File: src/rtl/mmio_write_router.sv
// Routes MEM-stage stores either to data memory or to one-entry per-channel MMIO write buffers.
// Define MMIO_WR_UNMAPPED_CNT_EN to build the saturating counter of dropped unmapped writes.
module mmio_write_router #(
  parameter int ADDR_W   = 32,
  parameter int DATA_W   = 32,
  parameter int NCH      = 4,
  parameter int DEC_BITS = 12,
  parameter logic [NCH*DEC_BITS-1:0] CH_BASE = {12'h81c, 12'h814, 12'h804, 12'hf04}
) (
  input  logic                  clk,
  input  logic                  rst_n,
  input  logic [ADDR_W-1:0]     addr,
  input  logic [DATA_W-1:0]     wdata,
  input  logic                  we,
  output logic                  dmem_we,
  output logic                  stall,
  output logic [NCH-1:0]        ch_valid,
  output logic [NCH*DATA_W-1:0] ch_data,
  input  logic [NCH-1:0]        ch_ready,
  output logic [15:0]           unmapped_cnt
);

  logic                  win;
  logic [NCH-1:0]        match;
  logic [NCH-1:0]        sel;
  logic [NCH-1:0]        accept;
  logic [NCH-1:0]        valid_q, valid_d;
  logic [NCH*DATA_W-1:0] data_q, data_d;
  logic                  unused_addr_hi;

  assign win            = addr[DEC_BITS-1];
  assign unused_addr_hi = ^addr[ADDR_W-1:DEC_BITS];

  always_comb begin
    match = '0;
    for (int i = 0; i < NCH; i++) begin
      match[i] = win & (addr[DEC_BITS-1:0] == CH_BASE[i*DEC_BITS +: DEC_BITS]);
    end
  end

  // Duplicate bases resolve to the lowest channel index.
  always_comb begin
    logic found;
    sel   = '0;
    found = 1'b0;
    for (int i = 0; i < NCH; i++) begin
      if (match[i] && !found) begin
        sel[i] = 1'b1;
        found  = 1'b1;
      end
    end
  end

  assign accept  = {NCH{we}} & sel & (~valid_q | ch_ready);
  assign stall   = |({NCH{we}} & sel & valid_q & ~ch_ready);
  assign dmem_we = we & ~win;

  always_comb begin
    valid_d = valid_q;
    data_d  = data_q;
    for (int i = 0; i < NCH; i++) begin
      if (accept[i]) begin
        valid_d[i]                  = 1'b1;
        data_d[i*DATA_W +: DATA_W]  = wdata;
      end else if (ch_ready[i]) begin
        valid_d[i] = 1'b0;
      end
    end
  end

  always_ff @(posedge clk or negedge rst_n) begin
    if (!rst_n) begin
      valid_q <= '0;
      data_q  <= '0;
    end else begin
      valid_q <= valid_d;
      data_q  <= data_d;
    end
  end

  assign ch_valid = valid_q;
  assign ch_data  = data_q;

`ifdef MMIO_WR_UNMAPPED_CNT_EN
  logic        unmapped;
  logic [15:0] cnt_q, cnt_d;

  assign unmapped = we & win & ~(|match);

  always_comb begin
    cnt_d = cnt_q;
    if (unmapped && (cnt_q != 16'hffff)) begin
      cnt_d = cnt_q + 16'd1;
    end
  end

  always_ff @(posedge clk or negedge rst_n) begin
    if (!rst_n) begin
      cnt_q <= '0;
    end else begin
      cnt_q <= cnt_d;
    end
  end

  assign unmapped_cnt = cnt_q;
`else
  assign unmapped_cnt = 16'h0000;
`endif

endmodule

File: config.mk
export PLATFORM = sky130hd
export DESIGN_NAME = mmio_write_router
export DESIGN_NICKNAME = d
export VERILOG_FILES = /design/src/rtl/mmio_write_router.sv
export SDC_FILE = /design/constraint.sdc
export NUM_CORES = 1
export LEC_CHECK = 0
export CAP_MARGIN = 10
export CORE_ASPECT_RATIO = 1.75
export CORE_MARGIN = 2
export CORE_UTILIZATION = 39
export DETAILED_ROUTE_END_ITERATION = 8
export PLACE_DENSITY = 0.77
export SLEW_MARGIN = 25
export SYNTH_ARGS = -nofsm -noshare
export SYNTH_HDL_FRONTEND = slang
export SYNTH_SLANG_ARGS = --single-unit
File: constraint.sdc
create_clock -name clk -period 1.55 [get_ports clk]
set_input_delay 0.31 -clock clk [delete_from_list [all_inputs] [get_ports clk]]
set_output_delay 0.31 -clock clk [all_outputs]
set_load 0.05 [all_outputs]
==> impl_metrics.env <==
export IMPL_cts_buffers=17
export IMPL_cp_arrival_ns=1.63
export IMPL_setup_worst_path_end="stall"
export IMPL_path_cells="or2b_4 > o22ai_2 > a31oi_2 > o22ai_4 > buf_12"
export IMPL_grtUsageTotal=0.199
export IMPL_ff2ff_path_depth=6
export IMPL_n_antenna_cell=0
export IMPL_grt_pass1_vias=3941
export IMPL_avgViaCountPerCell=4.82
export IMPL_max_stage_delay_ns=0.36
export IMPL_critPathBufInv=1
export IMPL_r2r_start="ch_valid[3]"
export IMPL_reg2reg_to="ch_data[126]"
export IMPL_final_core_util=0.707
export IMPL_place_area_um2=8530
export IMPL_crit_family="compound AO/OA/AOI/OAI gates"
export IMPL_tritoncts="yes"
export IMPL_synth_distinct_cells=28
export IMPL_cp_startpoint="ch_valid[3]"
export IMPL_ys_warn_count=0
export IMPL_syn_inst=322
export IMPL_path_depth=5
export IMPL_cp_required_ns=1.24
export IMPL_fp_row_count=56
export IMPL_hp_class="in2reg"
export IMPL_wl_um=15000
export IMPL_ios=221
export IMPL_fmax_ghz=0.515
export IMPL_fin_hold_ws_ns=0.360
export IMPL_power_mw=8.32
export IMPL_path_class="reg2out"
export IMPL_dr_pass1_iters=4
export IMPL_place_gp_congestion=0.775
export IMPL_p_leak_nw=4.69
export IMPL_final_area_um2=9460
export IMPL_crit_path_start_kind="flip-flop"
export IMPL_path_clk_slew_ns=0.05
export IMPL_rsz0062_at_grt="yes"
export IMPL_crit_slowest_cell="dfrtp_1"
export IMPL_max_clock_path_buffers=2
export IMPL_hold_viol=0
export IMPL_io_buffers=184
export IMPL_overflow=0
export IMPL_slew_headroom=0.650
export IMPL_synth_seq_area_share=0.622
export IMPL_end_kind="primary output"
export IMPL_via_count=3568
export IMPL_finalCritPeriodShare=1.25
export IMPL_setup_viol=43
export IMPL_regToRegSetupSlack_ns=-0.33
export IMPL_htreeDepth=4
export IMPL_power_density_nw_per_um2=879
export IMPL_ant_nets=0
export IMPL_start_util=0.397
export IMPL_grt_first_pass_wirelength_um=21800
export IMPL_status="finished with violations"
export IMPL_remaining_drc_errors=0
export IMPL_die_h_um=158
export IMPL_postSynthAreaPerCell_um2=16.5
export IMPL_clockRootBuffer="clkbuf_16"
export IMPL_grt_max_degree=36
export IMPL_period_needed_ns=1.94
export IMPL_clk_latency_ns=0.41
export IMPL_final_nets=625
export IMPL_wire_per_inst_um=20.3
export IMPL_maxSlewViolCount=0
export IMPL_drive_gt1_frac=0.638
export IMPL_skew_ns=0.00613
export IMPL_area_growth_pct=78.1
export IMPL_grt_antenna_before_repair=0
export IMPL_peakVddDrop_uv=719
export IMPL_yosys_register_bits=132
export IMPL_post_place_ws_ns=-0.827
export IMPL_worst_slew_pin_slew_ns=0.525
export IMPL_cts_sinks=132
export IMPL_drv_cap=0
export IMPL_layout_setup_ws_ns=-0.391
export IMPL_core_area_um2=13400
export IMPL_worstPathMaxFanout=2
export IMPL_die_w_um=92.2
export IMPL_violations="setup timing"
export IMPL_drt_iter0_drc=91
export IMPL_die_area_um2=14600
export IMPL_syn_area_um2=5310
export IMPL_dpl_hpwl_um=10400
[placed cells by master (no fill, tap or decap), drive strengths merged]
| cell type | n |
|---|---|
| nor2b | 2 |
| a31oi | 1 |
| clkdlybuf4s15 | 1 |
| nor4b | 1 |
| o21ai | 2 |
| or2 | 1 |
| mux2 | 128 |
| dfrtp | 132 |
| clkinvlp | 1 |
| nand2 | 5 |
| and3 | 1 |
| clkinv | 4 |
| nor2 | 3 |
| dlygate4sd3 | 1 |
| inv | 3 |
| dlygate4sd2 | 5 |
| nand4 | 2 |
| bufinv | 4 |
| nor3 | 1 |
| nand3 | 2 |
| or3b | 1 |
| conb | 16 |
| and4bb | 1 |
| clkbuf | 26 |
| nand2b | 4 |
| o22ai | 2 |
| or2b | 1 |
| buf | 180 |
| clkdlybuf4s50 | 36 |
[registers in the layout, summed over array words and instances (netlist names)]
| register | count |
|---|---|
| ch_valid | 4 |
| ch_data | 128 |
[logic make-up (layout without fill, tap and decap cells)]
kind of cell / after synthesis / in the layout / synth area share
multiplexers: 128 / 128 / 0.293
other: 1 / 16 / 0.000706
AND/OR/NAND/NOR: 25 / 25 / 0.0335
AO/OA/AOI/OAI: 5 / 5 / 0.00542
buffers and inverters: 31 / 261 / 0.0459
flip-flops: 132 / 132 / 0.622
[through the flow]
step	std cells	setup TNS (ns)
6_report	741	-10.74
5_1_grt	741	-12.43
4_1_cts	733	-9.23
3_5_place_dp	693	-90.32
3_3_place_gp	693	-89.13
2_1_floorplan	337	-22.46
[cell type report]
cell class	count	area [um2]
multi-input combinational	174	1900
fill	863	3920
sequential	132	3310
clock buffer	21	470
inverter	1	3.75
clock inverter	11	173
timing repair buffer	228	3390
tap	174	218
[what timing repair did]
| action | 4_1_cts | 5_1_grt |
|---|---|---|
| buffers inserted | 5 | 4 |
| pin swaps | 5 | 5 |
| setup endpoints to repair | 129 | 85 |
| hold endpoints to repair | 25 | 0 |
| gates cloned | 2 | 5 |
| resized for setup | 41 | 10 |
| hold buffers | 1 | 0 |
[worst min path at each step]
stage / startpoint / end / slack (ns) / cells past startpoint
2_1_floorplan: rst_n / ch_data[0] / 0.01 / 0
3_3_place_gp: rst_n / ch_data[34] / 0.31 / 1
3_5_place_dp: rst_n / ch_valid[2] / 0.32 / 1
4_1_cts: addr[7] / ch_valid[3] / 0.34 / 5
5_1_grt: addr[7] / ch_valid[3] / 0.36 / 5
6_report: addr[7] / ch_valid[3] / 0.36 / 5
[report_power, final]
part	switching, mW	internal (mW)	total, mW
clock	1.49	2.83	4.32
combinational	0.303	0.214	0.518
sequential	0.0148	3.46	3.48
[worst reg2reg max path, delay by kind of cell (launching register included)]
family / cells / cell delay, ns
DFF: 1 / 0.39
buffers and inverters: 3 / 0.40
muxes: 1 / 0.30
and+or+nand+nor: 2 / 0.67
[layer usage]
| metal | track usage | part of all wire | routed length [um] | vias up |
|---|---|---|---|---|
| li1 | - | - | - | 1563 |
| met1 | 0.199 | 0.35 | 5260 | 1853 |
| met2 | 0.389 | 0.59 | 8920 | 129 |
| met3 | 0.0502 | 0.038 | 566 | 23 |
| met4 | 0.0753 | 0.020 | 301 | 0 |
| met5 | 0 | 0 | 0 | - |
[synth_stat cells]
master,instances,area (um2)
nand4_1,2,12.5
or2_2,1,6.26
buf_2,9,45.0
mux2_1,2,22.5
inv_1,1,3.75
nand2_1,5,18.8
and4bb_2,1,12.5
conb_1,1,3.75
mux2_4,30,450
nand3_2,1,10.0
clkbuf_1,1,3.75
buf_12,3,60.1
nor3_4,1,16.3
nand3_1,1,5.00
nand2b_1,4,25.0
dfrtp_1,132,3300
nor2b_1,2,12.5
buf_4,16,120
or2b_2,1,8.76
o21ai_0,2,10.0
buf_6,1,11.3
and3_1,1,6.26
nor4b_4,1,23.8
o22ai_1,2,12.5
a31oi_1,1,6.26
mux2_2,96,1080
or3b_1,1,8.76
nor2_1,3,11.3
(Power assumes the default switching activity.)
